$ cat src/rtl/custom_sub.sv
`default_nettype none
// ============================================================================
//  Module      : custom_sub
//  Description : Two-stage valid/ready pipeline that recovers an operand
//                from an adder result: diff = sum - b, with err flagging a
//                result outside 0..2^WIDTH-1.
//                Stage S1 registers (sum, b); stage S2 registers (diff, err)
//                together with the output valid bit.
//  Ports       : clk       - clock, rising edge
//                rst       - asynchronous active-high reset
//                in_valid  - qualifies sum / b
//                in_ready  - operand pair accepted when in_valid & in_ready
//                sum       - minuend, WIDTH+1 bits
//                b         - subtrahend, WIDTH bits
//                out_valid - qualifies diff / err
//                out_ready - result consumed when out_valid & out_ready
//                diff      - recovered operand, WIDTH bits
//                err       - result below 0 or above 2^WIDTH-1
//                xfer_cnt  - wrapping count of consumed results
//  Options     : `define CUSTOM_SUB_SAT_EN to saturate diff on err
//                (0 when negative, all-ones when too large). Default wraps.
//  Revision    : 1.0 - initial release
// ============================================================================
module custom_sub #(
    parameter int WIDTH = 8
) (
    input  logic             clk,
    input  logic             rst,
    input  logic             in_valid,
    output logic             in_ready,
    input  logic [WIDTH:0]   sum,
    input  logic [WIDTH-1:0] b,
    output logic             out_valid,
    input  logic             out_ready,
    output logic [WIDTH-1:0] diff,
    output logic             err,
    output logic [15:0]      xfer_cnt
);

    // Stage registers
    logic             r_s1_valid;
    logic [WIDTH:0]   r_s1_sum;
    logic [WIDTH-1:0] r_s1_b;
    logic             r_s2_valid;
    logic [WIDTH-1:0] r_diff;
    logic             r_err;
    logic [15:0]      r_xfer_cnt;

    // Handshake / datapath wires
    logic             w_consume;
    logic             w_s2_load;
    logic             w_s1_load;
    logic [WIDTH+1:0] w_res;
    logic             w_neg;
    logic             w_over;
    logic [WIDTH-1:0] w_diff;

    assign w_consume = r_s2_valid & out_ready;
    assign w_s2_load = r_s1_valid & (~r_s2_valid | out_ready);
    // Held low during reset so nothing is offered an accept while state is cleared
    assign in_ready  = ~rst & (~r_s1_valid | w_s2_load);
    assign w_s1_load = in_valid & in_ready;

    // Zero-extended to WIDTH+2 bits: the top bit is the sign of sum - b,
    // and bit WIDTH set on a non-negative result means it exceeds 2^WIDTH-1.
    assign w_res  = {1'b0, r_s1_sum} - {2'b00, r_s1_b};
    assign w_neg  = w_res[WIDTH+1];
    assign w_over = ~w_neg & w_res[WIDTH];

`ifdef CUSTOM_SUB_SAT_EN
    always_comb begin
        w_diff = w_res[WIDTH-1:0];
        if (w_neg) begin
            w_diff = '0;
        end else if (w_over) begin
            w_diff = '1;
        end
    end
`else
    assign w_diff = w_res[WIDTH-1:0];
`endif

    // Control and result registers: cleared asynchronously
    always_ff @(posedge clk or posedge rst) begin
        if (rst) begin
            r_s1_valid <= 1'b0;
            r_s2_valid <= 1'b0;
            r_diff     <= '0;
            r_err      <= 1'b0;
            r_xfer_cnt <= 16'h0000;
        end else begin
            if (w_s1_load) begin
                r_s1_valid <= 1'b1;
            end else if (w_s2_load) begin
                r_s1_valid <= 1'b0;
            end

            if (w_s2_load) begin
                r_s2_valid <= 1'b1;
                r_diff     <= w_diff;
                r_err      <= w_neg | w_over;
            end else if (w_consume) begin
                r_s2_valid <= 1'b0;
            end

            if (w_consume) begin
                r_xfer_cnt <= r_xfer_cnt + 16'd1;
            end
        end
    end

    // Operand capture needs no reset; it is qualified by r_s1_valid
    always_ff @(posedge clk) begin
        if (w_s1_load) begin
            r_s1_sum <= sum;
            r_s1_b   <= b;
        end
    end

    assign out_valid = r_s2_valid;
    assign diff      = r_diff;
    assign err       = r_err;
    assign xfer_cnt  = r_xfer_cnt;

endmodule
`default_nettype wire
$ cat config.mk
export PLATFORM = sky130hd
export DESIGN_NAME = custom_sub
export DESIGN_NICKNAME = d
export VERILOG_FILES = /design/src/rtl/custom_sub.sv
export SDC_FILE = /design/constraint.sdc
export NUM_CORES = 1
export LEC_CHECK = 0
export ABC_CLOCK_PERIOD_IN_PS = 2600
export CORE_MARGIN = 10
export CORE_UTILIZATION = 49
export CTS_BUF_LIST = sky130_fd_sc_hd__clkbuf_4 sky130_fd_sc_hd__clkbuf_8 sky130_fd_sc_hd__clkbuf_16
export DETAILED_ROUTE_END_ITERATION = 8
export HOLD_SLACK_MARGIN = 0.03
export PLACE_DENSITY = 0.83
export SLEW_MARGIN = 5
export SYNTH_ARGS = -nofsm -noshare
export SYNTH_HDL_FRONTEND = slang
export SYNTH_SLANG_ARGS = --single-unit
$ cat constraint.sdc
create_clock -name clk -period 2.6 [get_ports clk]
set_clock_uncertainty 0.05 [all_clocks]
set_input_delay 0.39 -clock clk [delete_from_list [all_inputs] [get_ports clk]]
set_output_delay 0.39 -clock clk [all_outputs]
set_load 0.01 [all_outputs]
==> impl_metrics.env, run 1 <==
export IMPL_status="finished clean"
export IMPL_gp_congestion=0.766
export IMPL_dr_pass1_iters=4
export IMPL_drv_slew=0
export IMPL_drt_iter0_markers=60
export IMPL_grt_pass1_vias=1449
export IMPL_cts_max_path_buffers=2
export IMPL_pin_count=48
export IMPL_arrival_ps=1820
export IMPL_fin_crit_ps=2260
export IMPL_syn_to_final_growth_pct=32.7
export IMPL_portBuffers=47
export IMPL_clock_fmax_mhz=443
export IMPL_synth_seq_cells=44
export IMPL_yosysWarnings=0
export IMPL_clk_pin_slew_ps=80
export IMPL_drc=0
export IMPL_fp_dieW_um=83.7
export IMPL_path_class="in -> out"
export IMPL_synthArstFlopShare_pct=61.4
export IMPL_grt_pass1_wl_um=6600
export IMPL_cts_repair_resized=0
export IMPL_htree_num_levels=2
export IMPL_drt_total_wl_um=3830
export IMPL_synth_cell_types=34
export IMPL_grtUsageTotal_pct=11.2
export IMPL_cellLeakagePower_nw=1.14
export IMPL_finalSetupViolations=0
export IMPL_vdd_drop_max_v=0.000339
export IMPL_postCtsHoldBufs=0
export IMPL_postSynthAreaPerCell_um2=12.3
export IMPL_dp_cells=261
export IMPL_dr_total_vias=1387
export IMPL_diodes=0
export IMPL_seq_area_frac_synth_pct=59.7
export IMPL_synthFlopType="dfrtp_1"
export IMPL_synth_most_common_cell="dfrtp_1"
export IMPL_crit_end="in_ready"
export IMPL_fin_setup_tns_ps=0
export IMPL_synthCells=162
export IMPL_r2r_end="err"
export IMPL_postCtsSetupRepairBufs=0
export IMPL_hold_violations=0
export IMPL_critPathMaxFanout=6
export IMPL_syn_num_nets=193
export IMPL_rsz0062_at_grt="no"
export IMPL_coreArea_mm2=0.00397
export IMPL_startpoint="out_ready"
export IMPL_hp_class="in -> async"
export IMPL_cts_tree="built"
export IMPL_synth_largest_area_cell="dfrtp_1"
export IMPL_cp_start_kind="input port"
export IMPL_antenna_found_initial=0
export IMPL_post_route_period_util_pct=86.8
export IMPL_ant_nets=0
export IMPL_timing_slew_headroom_pct=72.0
export IMPL_layout_nets=249
export IMPL_rr_worst_depth=8
export IMPL_dp_hpwl_um=3120
export IMPL_core_rowCount=23
export IMPL_vias_per_cell=5.16
export IMPL_dp_slack_ps=339
export IMPL_initial_core_util_pct=50.0
export IMPL_cts_root_buf="clkbuf_8"
export IMPL_synth_common_cells="27 x dfrtp_1, 17 x edfxtp_1, 15 x nand2_1"
export IMPL_synthTopCellsByArea="dfrtp_1 34%, edfxtp_1 26%, ha_1 5.7%"
export IMPL_die_height_um=83.7
export IMPL_maxCapViolations=0
export IMPL_cts_buffers=5
export IMPL_fin_ws_ps=344
export IMPL_drive_above_1_share_pct=7.31
export IMPL_worstReg2RegStart="r_s1_sum[0]"
export IMPL_overflow=0
export IMPL_synth_edf_count=17
export IMPL_grt_max_degree=28
export IMPL_cts_sinks=44
export IMPL_wl_per_cell_um=14.2
export IMPL_critical_path_required_ps=2160
export IMPL_worst_pin_slew_ps=417
export IMPL_die_area_mm2=0.00700
export IMPL_r2r_slack_ps=540
export IMPL_power_density_mw_per_mm2=677
export IMPL_end_kind="output port"
export IMPL_clock_latency_ps=290
export IMPL_synth_top_cell_area_share_pct=34.0
export IMPL_final_cells=269
export IMPL_netlist_area_mm2=0.00199
## routing by layer
layer,GRT usage [%],up-vias,routed length [um]
met3,5.37,4,290
met2,20.4,39,2060
met4,2.28,0,38
li1,-,682,-
met1,11.3,662,1440
met5,0,-,0
## cell families after synthesis
family,after synthesis,share of synthesized area (%)
simple gates,49,12.6
flops,44,59.7
compound gates,27,10.0
xor+xnor,18,7.94
buf+inv,13,2.46
fa+ha+maj,10,6.68
mux,1,0.567
## power by group
| part | leakage (nW) | internal [mW] | switching, mW |
|---|---|---|---|
| combinational | 0.584 | 0.254 | 0.185 |
| sequential | 0.506 | 0.816 | 0.0787 |
| clock | 0.0523 | 0.237 | 0.213 |
## layout by cell type (no fill, tap or decap)
master,instances
clkdlybuf4s50_1,47
dfrtp_1,27
edfxtp_1,17
nand2_1,15
xnor2_1,12
inv_1,12
nand3_1,11
ha_1,9
o21ai_0,7
xor2_1,6
clkbuf_8,6
nor2_1,5
and3_1,4
nand2b_1,3
and2_1,3
o21a_1,3
a21o_1,3
nor3_1,3
a211oi_1,3
buf_4,3
nor2b_1,2
a21oi_1,2
clkbuf_4,2
nor2b_4,1
o31ai_4,1
o2111ai_1,1
a21boi_0,1
o31ai_1,1
mux2_2,1
nand4_1,1
o21ai_1,1
a21oi_2,1
a22oi_1,1
or4b_1,1
o221a_2,1
a311oi_1,1
fa_1,1
## flip-flops by register name, summed over array words and instances, names as in the netlist
name,cells
xfer_cnt,16
r_s1_sum,9
diff,8
r_s1_b,8
err,1
out_valid,1
r_s1_valid,1
## worst min-delay path by stage
stage,start,endpoint,slack (ps),depth (start not counted)
finish,rst,xfer_cnt[1],430,3
global route,rst,diff[4],470,3
CTS,rst,r_s1_valid,440,3
detailed placement,diff[1],diff[1],420,2
global placement,diff[4],diff[4],400,2
floorplan,rst,diff[0],390,1
## critical path, stage by stage
cell and delay (ps):
clkdlybuf4s50_1 560, nor2b_1 100, a21oi_1 190, clkdlybuf4s50_1 580
## per-stage QoR
| stage | utilization (%) | hold WS [ps] | power, mW | cell area [um2] |
|---|---|---|---|---|
| floorplan | - | 393 | 1.10 | 1990 |
| global placement | 63.9 | 403 | 1.34 | 2540 |
| detailed placement | 63.9 | 424 | 1.36 | 2540 |
| CTS | 66.4 | 436 | 1.82 | 2640 |
| global route | 66.4 | 466 | 1.90 | 2640 |
| finish | 66.4 | 426 | 1.78 | 2640 |
## layout make-up
| class | instances | area [um2] |
|---|---|---|
| Timing Repair Buffer | 50 | 493 |
| Multi-Input combinational cell | 105 | 751 |
| Sequential cell | 44 | 1190 |
| Clock buffer | 8 | 97.6 |
| Tap cell | 50 | 62.6 |
| Fill cell | 321 | 1340 |
| Inverter | 12 | 45.0 |
Power figures use the tool's default switching activity.
==> inputs of run 2 (changes only) <==
--- a/config.mk
+++ b/config.mk
@@ -12,7 +12,9 @@
 export DETAILED_ROUTE_END_ITERATION = 8
 export HOLD_SLACK_MARGIN = 0.03
 export PLACE_DENSITY = 0.83
+export SKIP_LAST_GASP = 1
 export SLEW_MARGIN = 5
 export SYNTH_ARGS = -nofsm -noshare
 export SYNTH_HDL_FRONTEND = slang
 export SYNTH_SLANG_ARGS = --single-unit
+export TNS_END_PERCENT = 100
==> results of run 2 <==
The final DEF is identical to that of run 1; final timing and power are the same.
==> inputs of run 3 (changes only) <==
--- a/config.mk
+++ b/config.mk
@@ -6,6 +6,7 @@
 export NUM_CORES = 1
 export LEC_CHECK = 0
 export ABC_CLOCK_PERIOD_IN_PS = 2600
+export CORE_ASPECT_RATIO = 1.2
 export CORE_MARGIN = 10
 export CORE_UTILIZATION = 49
 export CTS_BUF_LIST = sky130_fd_sc_hd__clkbuf_4 sky130_fd_sc_hd__clkbuf_8 sky130_fd_sc_hd__clkbuf_16
==> impl_metrics.env, run 3 (synthesis results as in run 1) <==
export IMPL_status="finished clean"
export IMPL_fin_total_pwr_mw=1.76
export IMPL_intPower_mw=1.28
export IMPL_timing_slew_headroom_pct=71.6
export IMPL_antenna_found_initial=0
export IMPL_overflow=0
export IMPL_p_sw_uw=477
export IMPL_largest_reg_flops=16
export IMPL_postCtsSetupRepairBufs=0
export IMPL_cts_tree="built"
export IMPL_layout_nets=249
export IMPL_ant_nets=0
export IMPL_die_height_um=89.7
export IMPL_final_cell_mix="47 x clkdlybuf4s50_1, 27 x dfrtp_1, 17 x edfxtp_1"
export IMPL_wl_per_cell_um=14.4
export IMPL_vdd_drop_max_v=0.000468
export IMPL_htree_num_levels=2
export IMPL_critical_path_cell_chain="clkdlybuf4s50_1 -> nor2b_1 -> a21oi_1 -> clkdlybuf4s50_1"
export IMPL_dr_pass1_iters=2
export IMPL_postCtsHoldBufs=0
export IMPL_clock_fmax_mhz=441
export IMPL_syn_to_final_growth_pct=32.5
export IMPL_final_cells=273
export IMPL_fin_setup_tns_ps=0
export IMPL_worst_pin_slew_ps=423
export IMPL_critPathBufInv=2
export IMPL_hold_ws_ps=429
export IMPL_power_density_mw_per_mm2=668
export IMPL_clock_latency_ps=290
export IMPL_cts_repair_resized=0
export IMPL_p_clk_share_pct=24.0
export IMPL_dp_hpwl_um=3160
export IMPL_arrival_ps=1830
export IMPL_grt_pass1_wl_um=6640
export IMPL_drv_slew=0
export IMPL_clk_pin_slew_ps=80
export IMPL_cts_buffers=5
export IMPL_switching_share_pct=27.2
export IMPL_crit_path_frequent_cell="clkdlybuf4s50_1"
export IMPL_drc=0
export IMPL_pin_count=48
export IMPL_place_area_mm2=0.00254
export IMPL_cellLeakagePower_nw=1.14
export IMPL_hp_class="reg -> reg"
export IMPL_slowest_delay_ps=570
export IMPL_end_kind="output port"
export IMPL_finalSetupViolations=0
export IMPL_fin_crit_ps=2270
export IMPL_cp_top_family="buffers and inverters"
export IMPL_coreArea_mm2=0.00394
export IMPL_critical_path_required_ps=2160
export IMPL_gp_congestion=0.857
export IMPL_cpMaxStageDelayCell="clkdlybuf4s50_1"
export IMPL_final_common_cell="clkdlybuf4s50_1"
export IMPL_dp_cells=265
export IMPL_cts_root_buf="clkbuf_8"
export IMPL_rsz0062_at_grt="no"
export IMPL_die_area_mm2=0.00701
export IMPL_fp_dieW_um=78.1
export IMPL_seqPwrFrac_pct=51.0
export IMPL_drive_above_1_share_pct=7.31
export IMPL_comb_power_share_pct=25.0
export IMPL_drt_iter0_markers=116
export IMPL_portBuffers=47
export IMPL_diodes=0
export IMPL_fin_area_mm2=0.00263
export IMPL_cts_max_path_buffers=2
export IMPL_grtUsageTotal_pct=11.6
export IMPL_post_route_period_util_pct=87.3
export IMPL_cp_start_kind="input port"
export IMPL_path_class="in -> out"
export IMPL_core_rowCount=25
export IMPL_grt_pass1_vias=1485
export IMPL_grt_max_degree=28
export IMPL_hold_violations=0
export IMPL_critPathMaxFanout=6
export IMPL_dr_total_vias=1387
export IMPL_vias_per_cell=5.08
export IMPL_maxCapViolations=0
export IMPL_initial_core_util_pct=50.4
export IMPL_cts_sinks=44
export IMPL_drt_total_wl_um=3930
[run 3: cell types whose count changed in the layout (fill, tap and decap cells not counted)]
cell,before,now
clkbuf_8,6,5
clkinv_2,0,1
[run 3: power groups by stage]
stage | combinational [mW] | clock [mW] | sequential, mW
finish | 0.440 | 0.421 | 0.896
global route | 0.484 | 0.479 | 0.909
CTS | 0.450 | 0.433 | 0.897
detailed placement | 0.449 | 0 | 0.911
global placement | 0.434 | 0 | 0.907
floorplan | 0.168 | 0 | 0.934
[run 3: final cells by class]
type | instances | area (um2)
repair buffers | 50 | 493
clock buffers | 7 | 83.8
flip-flops and latches | 44 | 1190
multi-input cells | 105 | 751
well taps | 54 | 67.6
inverters | 12 | 45.0
fillers | 335 | 1310
clock inverters | 1 | 5.00
[run 3: metal layers]
metal  GRT usage, %  share of wire (%)  wire (um)  up-vias
li1               -                  -          -      678
met1           11.9                 39       1530      657
met2           20.1                 52       2050       43
met3           4.58                6.6        259        9
met4           5.24                2.2         87        0
met5              0                  0          0        -
[run 3: per-stage QoR]
| step | setup WS, ps | utilization (%) |
|---|---|---|
| 2_1_floorplan | 680 | - |
| 3_3_place_gp | 419 | 64.5 |
| 3_5_place_dp | 351 | 64.5 |
| 4_1_cts | 342 | 66.8 |
| 5_1_grt | 238 | 66.8 |
| 6_report | 331 | 66.8 |
[run 3: final timing paths]
kind                                 to  cells past startpoint  slack (ps)          from
max                            in_ready                      4         330     out_ready
max in group asynchronous       diff[0]                      3        1790           rst
min                        xfer_cnt[15]                      1         430  xfer_cnt[15]
min reg2reg                xfer_cnt[15]                      1         430  xfer_cnt[15]
max reg2reg                         err                      8         550   r_s1_sum[0]
min in group asynchronous  xfer_cnt[10]                      3         440           rst
[run 3: worst reg2reg max path, stage by stage (launching register included)]
cell	delay [ps]
edfxtp_1	350
inv_1	60
ha_1	190
fa_1	270
nor2b_4	70
o31ai_4	220
a21oi_2	100
or4b_1	510
o221a_2	130
